$ cat config.mk
export PLATFORM = sky130hd
export DESIGN_NAME = rr_fifo_arbiter_param
export DESIGN_NICKNAME = d
export VERILOG_FILES = /design/src/rtl/rr_fifo_arbiter_param.sv
export SDC_FILE = /design/constraint.sdc
export NUM_CORES = 1
export LEC_CHECK = 0
export ABC_CLOCK_PERIOD_IN_PS = 3170
export CAP_MARGIN = 30
export CORE_ASPECT_RATIO = 2
export CORE_MARGIN = 4
export CORE_UTILIZATION = 50
export DETAILED_ROUTE_END_ITERATION = 7
export GPL_TIMING_DRIVEN = 1
export PLACE_DENSITY = 0.7
export SYNTH_ARGS = -nofsm -noshare
export SYNTH_HDL_FRONTEND = slang
export SYNTH_SLANG_ARGS = --single-unit
$ cat constraint.sdc
create_clock -name clk -period 3.17 [get_ports clk]
set_input_delay 0.951 -clock clk [delete_from_list [all_inputs] [get_ports clk]]
set_output_delay 0.951 -clock clk [all_outputs]
set_load 0.1 [all_outputs]
$ cat src/rtl/rr_fifo_arbiter_param.sv
`default_nettype none
// ============================================================================
// rr_fifo_arbiter_param : per-channel FIFOs drained round-robin into one
// registered valid/ready output stage.                      Rev 1.0
// ============================================================================
module rr_fifo_arbiter_param #(
  parameter int DW    = 8,
  parameter int DEPTH = 8,
  parameter int NCH   = 4
) (
  input  logic                     clk,
  input  logic                     rst_n,
  input  logic [NCH-1:0]           wen,
  input  logic [NCH*DW-1:0]        din,
  output logic [NCH-1:0]           full,
  output logic [NCH-1:0]           ovf_err,
  output logic [DW-1:0]            dout,
  output logic [$clog2(NCH)-1:0]   src,
  output logic                     valid,
  input  logic                     ready
);

  localparam int AW = $clog2(DEPTH);
  localparam int CW = $clog2(DEPTH) + 1;
  localparam int SW = $clog2(NCH);

  localparam logic [CW-1:0] c_depth_cnt = CW'(DEPTH);

  logic [NCH-1:0]    nonempty;
  logic [NCH-1:0]    pop;
  logic [NCH*DW-1:0] head_data;

  logic [SW-1:0] rr_ptr_q, rr_ptr_d;
  logic [SW-1:0] grant;
  logic          any_ne;
  logic          load;
  logic [DW-1:0] dout_sel;

  logic [DW-1:0] dout_q;
  logic [SW-1:0] src_q;
  logic          valid_q;

  // (base + off) mod NCH without a divider; base < NCH and off < NCH
  function automatic logic [SW-1:0] wrap_inc(input logic [SW-1:0] base, input int off);
    logic [SW:0] s;
    s = {1'b0, base} + (SW+1)'(off);
    if (s >= (SW+1)'(NCH)) s = s - (SW+1)'(NCH);
    return s[SW-1:0];
  endfunction

  genvar k;
  generate
    for (k = 0; k < NCH; k++) begin : g_ch
      logic [DW-1:0] mem_q [DEPTH];
      logic [AW-1:0] head_q, head_d;
      logic [AW-1:0] tail_q, tail_d;
      logic [CW-1:0] cnt_q, cnt_d;
      logic          ovf_q;
      logic          wr_ok;

      // Acceptance uses the start-of-cycle count, so a same-cycle pop does not free a slot
      assign wr_ok = wen[k] && (cnt_q < c_depth_cnt);

      always_comb begin
        head_d = head_q;
        tail_d = tail_q;
        cnt_d  = cnt_q;
        if (wr_ok)  tail_d = tail_q + AW'(1);
        if (pop[k]) head_d = head_q + AW'(1);
        case ({wr_ok, pop[k]})
          2'b10:   cnt_d = cnt_q + CW'(1);
          2'b01:   cnt_d = cnt_q - CW'(1);
          default: cnt_d = cnt_q;
        endcase
      end

      always_ff @(posedge clk) begin
        if (!rst_n) begin
          head_q <= '0;
          tail_q <= '0;
          cnt_q  <= '0;
          ovf_q  <= 1'b0;
        end else begin
          head_q <= head_d;
          tail_q <= tail_d;
          cnt_q  <= cnt_d;
          ovf_q  <= wen[k] && !(cnt_q < c_depth_cnt);
        end
      end

      always_ff @(posedge clk) begin
        if (wr_ok) mem_q[tail_q] <= din[k*DW +: DW];
      end

      assign nonempty[k]            = (cnt_q != '0);
      assign full[k]                = (cnt_q == c_depth_cnt);
      assign ovf_err[k]             = ovf_q;
      assign head_data[k*DW +: DW]  = mem_q[head_q];
    end
  endgenerate

  // Scan from the highest offset down so the nearest non-empty channel wins
  always_comb begin
    grant  = rr_ptr_q;
    any_ne = 1'b0;
    for (int i = NCH - 1; i >= 0; i--) begin
      if (nonempty[wrap_inc(rr_ptr_q, i)]) begin
        grant  = wrap_inc(rr_ptr_q, i);
        any_ne = 1'b1;
      end
    end
  end

  always_comb begin
    dout_sel = '0;
    for (int i = 0; i < NCH; i++) begin
      if (SW'(i) == grant) dout_sel = head_data[i*DW +: DW];
    end
  end

  assign load     = (!valid_q || ready) && any_ne;
  assign pop      = load ? (NCH'(1) << grant) : '0;
  assign rr_ptr_d = load ? wrap_inc(grant, 1) : rr_ptr_q;

  always_ff @(posedge clk) begin
    if (!rst_n) begin
      dout_q   <= '0;
      src_q    <= '0;
      valid_q  <= 1'b0;
      rr_ptr_q <= '0;
    end else begin
      rr_ptr_q <= rr_ptr_d;
      if (load) begin
        dout_q  <= dout_sel;
        src_q   <= grant;
        valid_q <= 1'b1;
      end else if (ready) begin
        valid_q <= 1'b0;
      end
    end
  end

  assign dout  = dout_q;
  assign src   = src_q;
  assign valid = valid_q;

endmodule
`default_nettype wire

==> key figures <==
Global routing
  • Pin count of the biggest net entering global routing: 29
  • Total track usage: 19.5%
  • Vias in the first global route: 7584
  • Number of antenna violations at the first check in global routing: 0
  • Grt ovf: 0
  • First-pass GRT wire length: 42700 microns

Finish
  • Non-Filler Instances: 1328
  • Layout area overhead: 20.9%
  • Commonest cells after routing, fill and taps aside: edfxtp_1, buf_4, dfxtp_1
  • Fin area: 0.0159 sq mm
  • Nets: 1030
  • Finished Core Util: 61.7%
  • Commonest non-fill, non-tap cell in the layout: edfxtp_1
  • N_diodes: 0
  • Fillers: 1983
  • Share of cells above drive strength 1: 29.8%

Floorplanning
  • Initial Util: 51.0%
  • Ports: 58
  • Die H: 237 microns
  • Row cnt: 83
  • Core ar.: 0.0258 sq mm
  • Die W: 123 microns
  • DIE AREA: 0.0291 sq mm

Critical path
  • Biggest fanout along the worst timing path: 5
  • CP Capture Type: flip-flop
  • CP startpoint: g_ch[0].cnt_q[3]
  • Critical path class: reg2reg
  • Crit-path cells: nor4_4, buf_4, o22ai_1, a222oi_1, buf_4, inv_4, ha_4, buf_6, nand2_4, inv_4, ha_4, xor2_1, ha_2, a21oi_2, xor2_1, or3_1, a21oi_2
  • CP top delay family: simple AND/OR/NAND/NOR gates
  • CP Launch Type: flip-flop
  • Arrival @ worst endpoint: 3.66 ns
  • CP required: 3.67 ns
  • Reg2Reg Setup Slack: 0.01 ns
  • Depth of the most critical reg-to-reg path: 17
  • Terminus of the critical flop-to-flop path: g_ch[2].cnt_q[2]
  • Crit-path max cell delay: 0.37 ns
  • Worst path bufs/invs: 5
  • Slowest CP cell: or3_1
  • Reg2reg start: g_ch[0].cnt_q[3]

Flow run
  • Max-cap violation count: 0

Detailed routing
  • DRT Pass-1 Iters: 5
  • ANT nets after route: 0
  • Detailed-route vias per instance: 5.60
  • Wl on met1: 9840 microns
  • Final wirelength: 28100 microns
  • Via count: 7431
  • Met2 wire len: 16600 microns
  • Iteration-0 DRC Markers: 505
  • Drc violations: 0
  • Uppermost layer routed: met4
  • Metal3 WL: 895 microns
  • Routed WL per cell: 21.2 microns

Power and ir drop
  • Pwr Total: 15.4 mW
  • Clock share of power: 22.1%
  • Switch share: 35.3%
  • Reg power frac: 34.8%
  • Lkg Pwr: 5.49 nW
  • P_sw: 5.43 mW
  • Gate power share: 43.1%
  • Int Pwr: 9.93 mW
  • Cell Pwr Density: 967 mW/mm^2
  • VDD IR max: 0.642 mV

Clock tree
  • Post-CTS Hold Buffers: 0
  • CTS tree: built
  • H-tree Lvls: 1
  • Clock Latency Late Sink: 0.57 ns
  • Clk root buf: clkbuf_16
  • CTS Buffer Depth: 3
  • Clk slew on worst S/H paths: 0.07 ns
  • CTS sink cnt: 325
  • Num CTS Buffers: 27

Logic synthesis
  • Synthesized net count: 873
  • Mean Syn Cell Area: 16.2 sq um
  • Mapped Cells: 810
  • Post-synth top flop: edfxtp_1
  • Synthesized area: 0.0131 sq mm
  • Synth async-reset ratio: 0%
  • EDFF count, synth: 256
  • Library cells used by synthesis: 55
  • Synthesized flop and latch total: 325
  • Seq/Total Area, Yosys: 69.1%
  • Ys Warns: 0

Timing
  • Relative slew slack: 45.3%
  • RSZ-0062 raised after global routing: true
  • Fmax: 0.317 GHz
  • Final hold vios: 0
  • Fin crit share: 99.6%
  • Slew Viols, Final: 0
  • Clock Skew: 0.0177 ns
  • Worst-margin pin slew: 0.819 ns
  • Min Tclk post-route: 3.16 ns
  • Finish-stage setup viols: 0
  • Setup TNS: 0 ns

Min path
  • Hold Path Depth: 2
  • Hold EP: dout[1]
  • Hold Crit Class: reg2reg
  • Hold Path Origin: dout[1]

Placement
  • Routability cong.: 0.827
  • Placed Area: 0.0147 sq mm
  • IO Port Bufs: 57
  • Final HPWL DP: 19800 microns
  • Placed Cells incl. Taps: 1272

Status
  • Status: finished, final reports clean
power groups by stage:
stage,combinational (mW),clock [mW],sequential [mW]
6_report,6.62,3.39,5.35
4_1_cts,6.12,3.48,5.35
3_5_place_dp,6.03,0,5.43
5_1_grt,7.11,3.62,5.40
3_3_place_gp,5.95,0,5.41
2_1_floorplan,3.53,0,5.64
worst max-delay path by stage:
stage	end	slack [ns]	cells after the start
6_report	g_ch[2].cnt_q[2]	0.01	17
3_5_place_dp	g_ch[0].cnt_q[2]	-0.14	13
5_1_grt	g_ch[2].cnt_q[2]	-0.10	17
4_1_cts	g_ch[2].cnt_q[2]	-0.005	16
2_1_floorplan	g_ch[2].cnt_q[2]	-0.16	17
3_3_place_gp	g_ch[0].cnt_q[2]	-0.14	13
cell usage after synthesis, types with 3 or more instances:
cell type / count / share of area, %
nor3b_1: 3 / 0.17
nor2_1: 57 / 1.6
edfxtp_1: 256 / 59
nand3b_1: 3 / 0.17
nand3_1: 15 / 0.57
clkbuf_1: 19 / 0.54
nand2_1: 49 / 1.4
dfxtp_1: 69 / 11
o22ai_1: 11 / 0.52
ha_1: 24 / 2.3
o21ai_0: 15 / 0.57
a211oi_1: 8 / 0.46
nand2b_1: 12 / 0.57
xnor2_1: 5 / 0.33
a22oi_1: 6 / 0.34
buf_4: 7 / 0.40
mux2_2: 6 / 0.51
inv_1: 10 / 0.29
nor4bb_1: 6 / 0.46
mux4_2: 56 / 9.6
mux2i_1: 33 / 2.5
nor3_1: 10 / 0.38
nor4b_1: 5 / 0.33
and3_1: 6 / 0.29
a21oi_1: 29 / 1.1
or3_1: 6 / 0.29
buf_2: 10 / 0.38
xor2_1: 25 / 1.7
o2bb2ai_1: 7 / 0.47
nor2b_1: 5 / 0.24
buf_1: 5 / 0.14
nor4_1: 3 / 0.14
through the flow:
step / hold WS [ns] / setup WS, ns
2_1_floorplan: 0.454 / -0.157
3_3_place_gp: 0.460 / -0.137
3_5_place_dp: 0.468 / -0.144
4_1_cts: 0.467 / -0.00464
5_1_grt: 0.498 / -0.103
6_report: 0.477 / 0.0141
sequential cells by signal (all words and copies together), names as in the netlist, 2 cells and up, named ones only:
signal / cells
src: 2
dout: 8
g_ch.ovf_q: 4
g_ch.tail_q: 12
g_ch.head_q: 12
g_ch.cnt_q: 16
g_ch.mem_q: 256
rr_ptr_q: 2
worst reg2reg max path, delay by kind of cell (launching register included):
kind / cells / cell delay, ns
AND/OR/NAND/NOR: 3 / 0.70
adder cells (fa/ha/maj): 3 / 0.54
XOR/XNOR: 2 / 0.30
flip-flops: 1 / 0.35
AO/OA/AOI/OAI: 4 / 0.61
buffers and inverters: 5 / 0.60
layer usage:
layer  track usage (%)  up-vias
met5                 0        -
met4              6.87        0
met3              1.98       48
met2              38.5      151
met1              20.8     3785
li1                  -     3447
cell type report:
class | instances | area (sq um) | area share, %
clock buffers | 29 | 693 | 4.36
clock inverters | 21 | 216 | 1.36
inverters | 13 | 53.8 | 0.339
multi-input cells | 429 | 4030 | 25.4
flip-flops and latches | 325 | 9070 | 57.1
well taps | 340 | 425 | 2.68
repair buffers | 171 | 1390 | 8.75
timing repair:
action,CTS,global route
resized for setup,2,44
setup buffers,1,5
endpoints found under the setup margin,9,13
endpoints found under the hold margin,0,0
pin swaps,2,14
kinds of logic after synthesis:
| group | count (synthesis) | synth area share, % |
|---|---|---|
| multiplexers | 95 | 12.6 |
| XOR/XNOR | 30 | 2.00 |
| flip-flops | 325 | 69.1 |
| AND/OR/NAND/NOR | 193 | 7.76 |
| AO/OA/AOI/OAI | 87 | 4.31 |
| adder cells (fa/ha/maj) | 24 | 2.29 |
| buffers and inverters | 56 | 1.96 |
(Power assumes the default switching activity.)
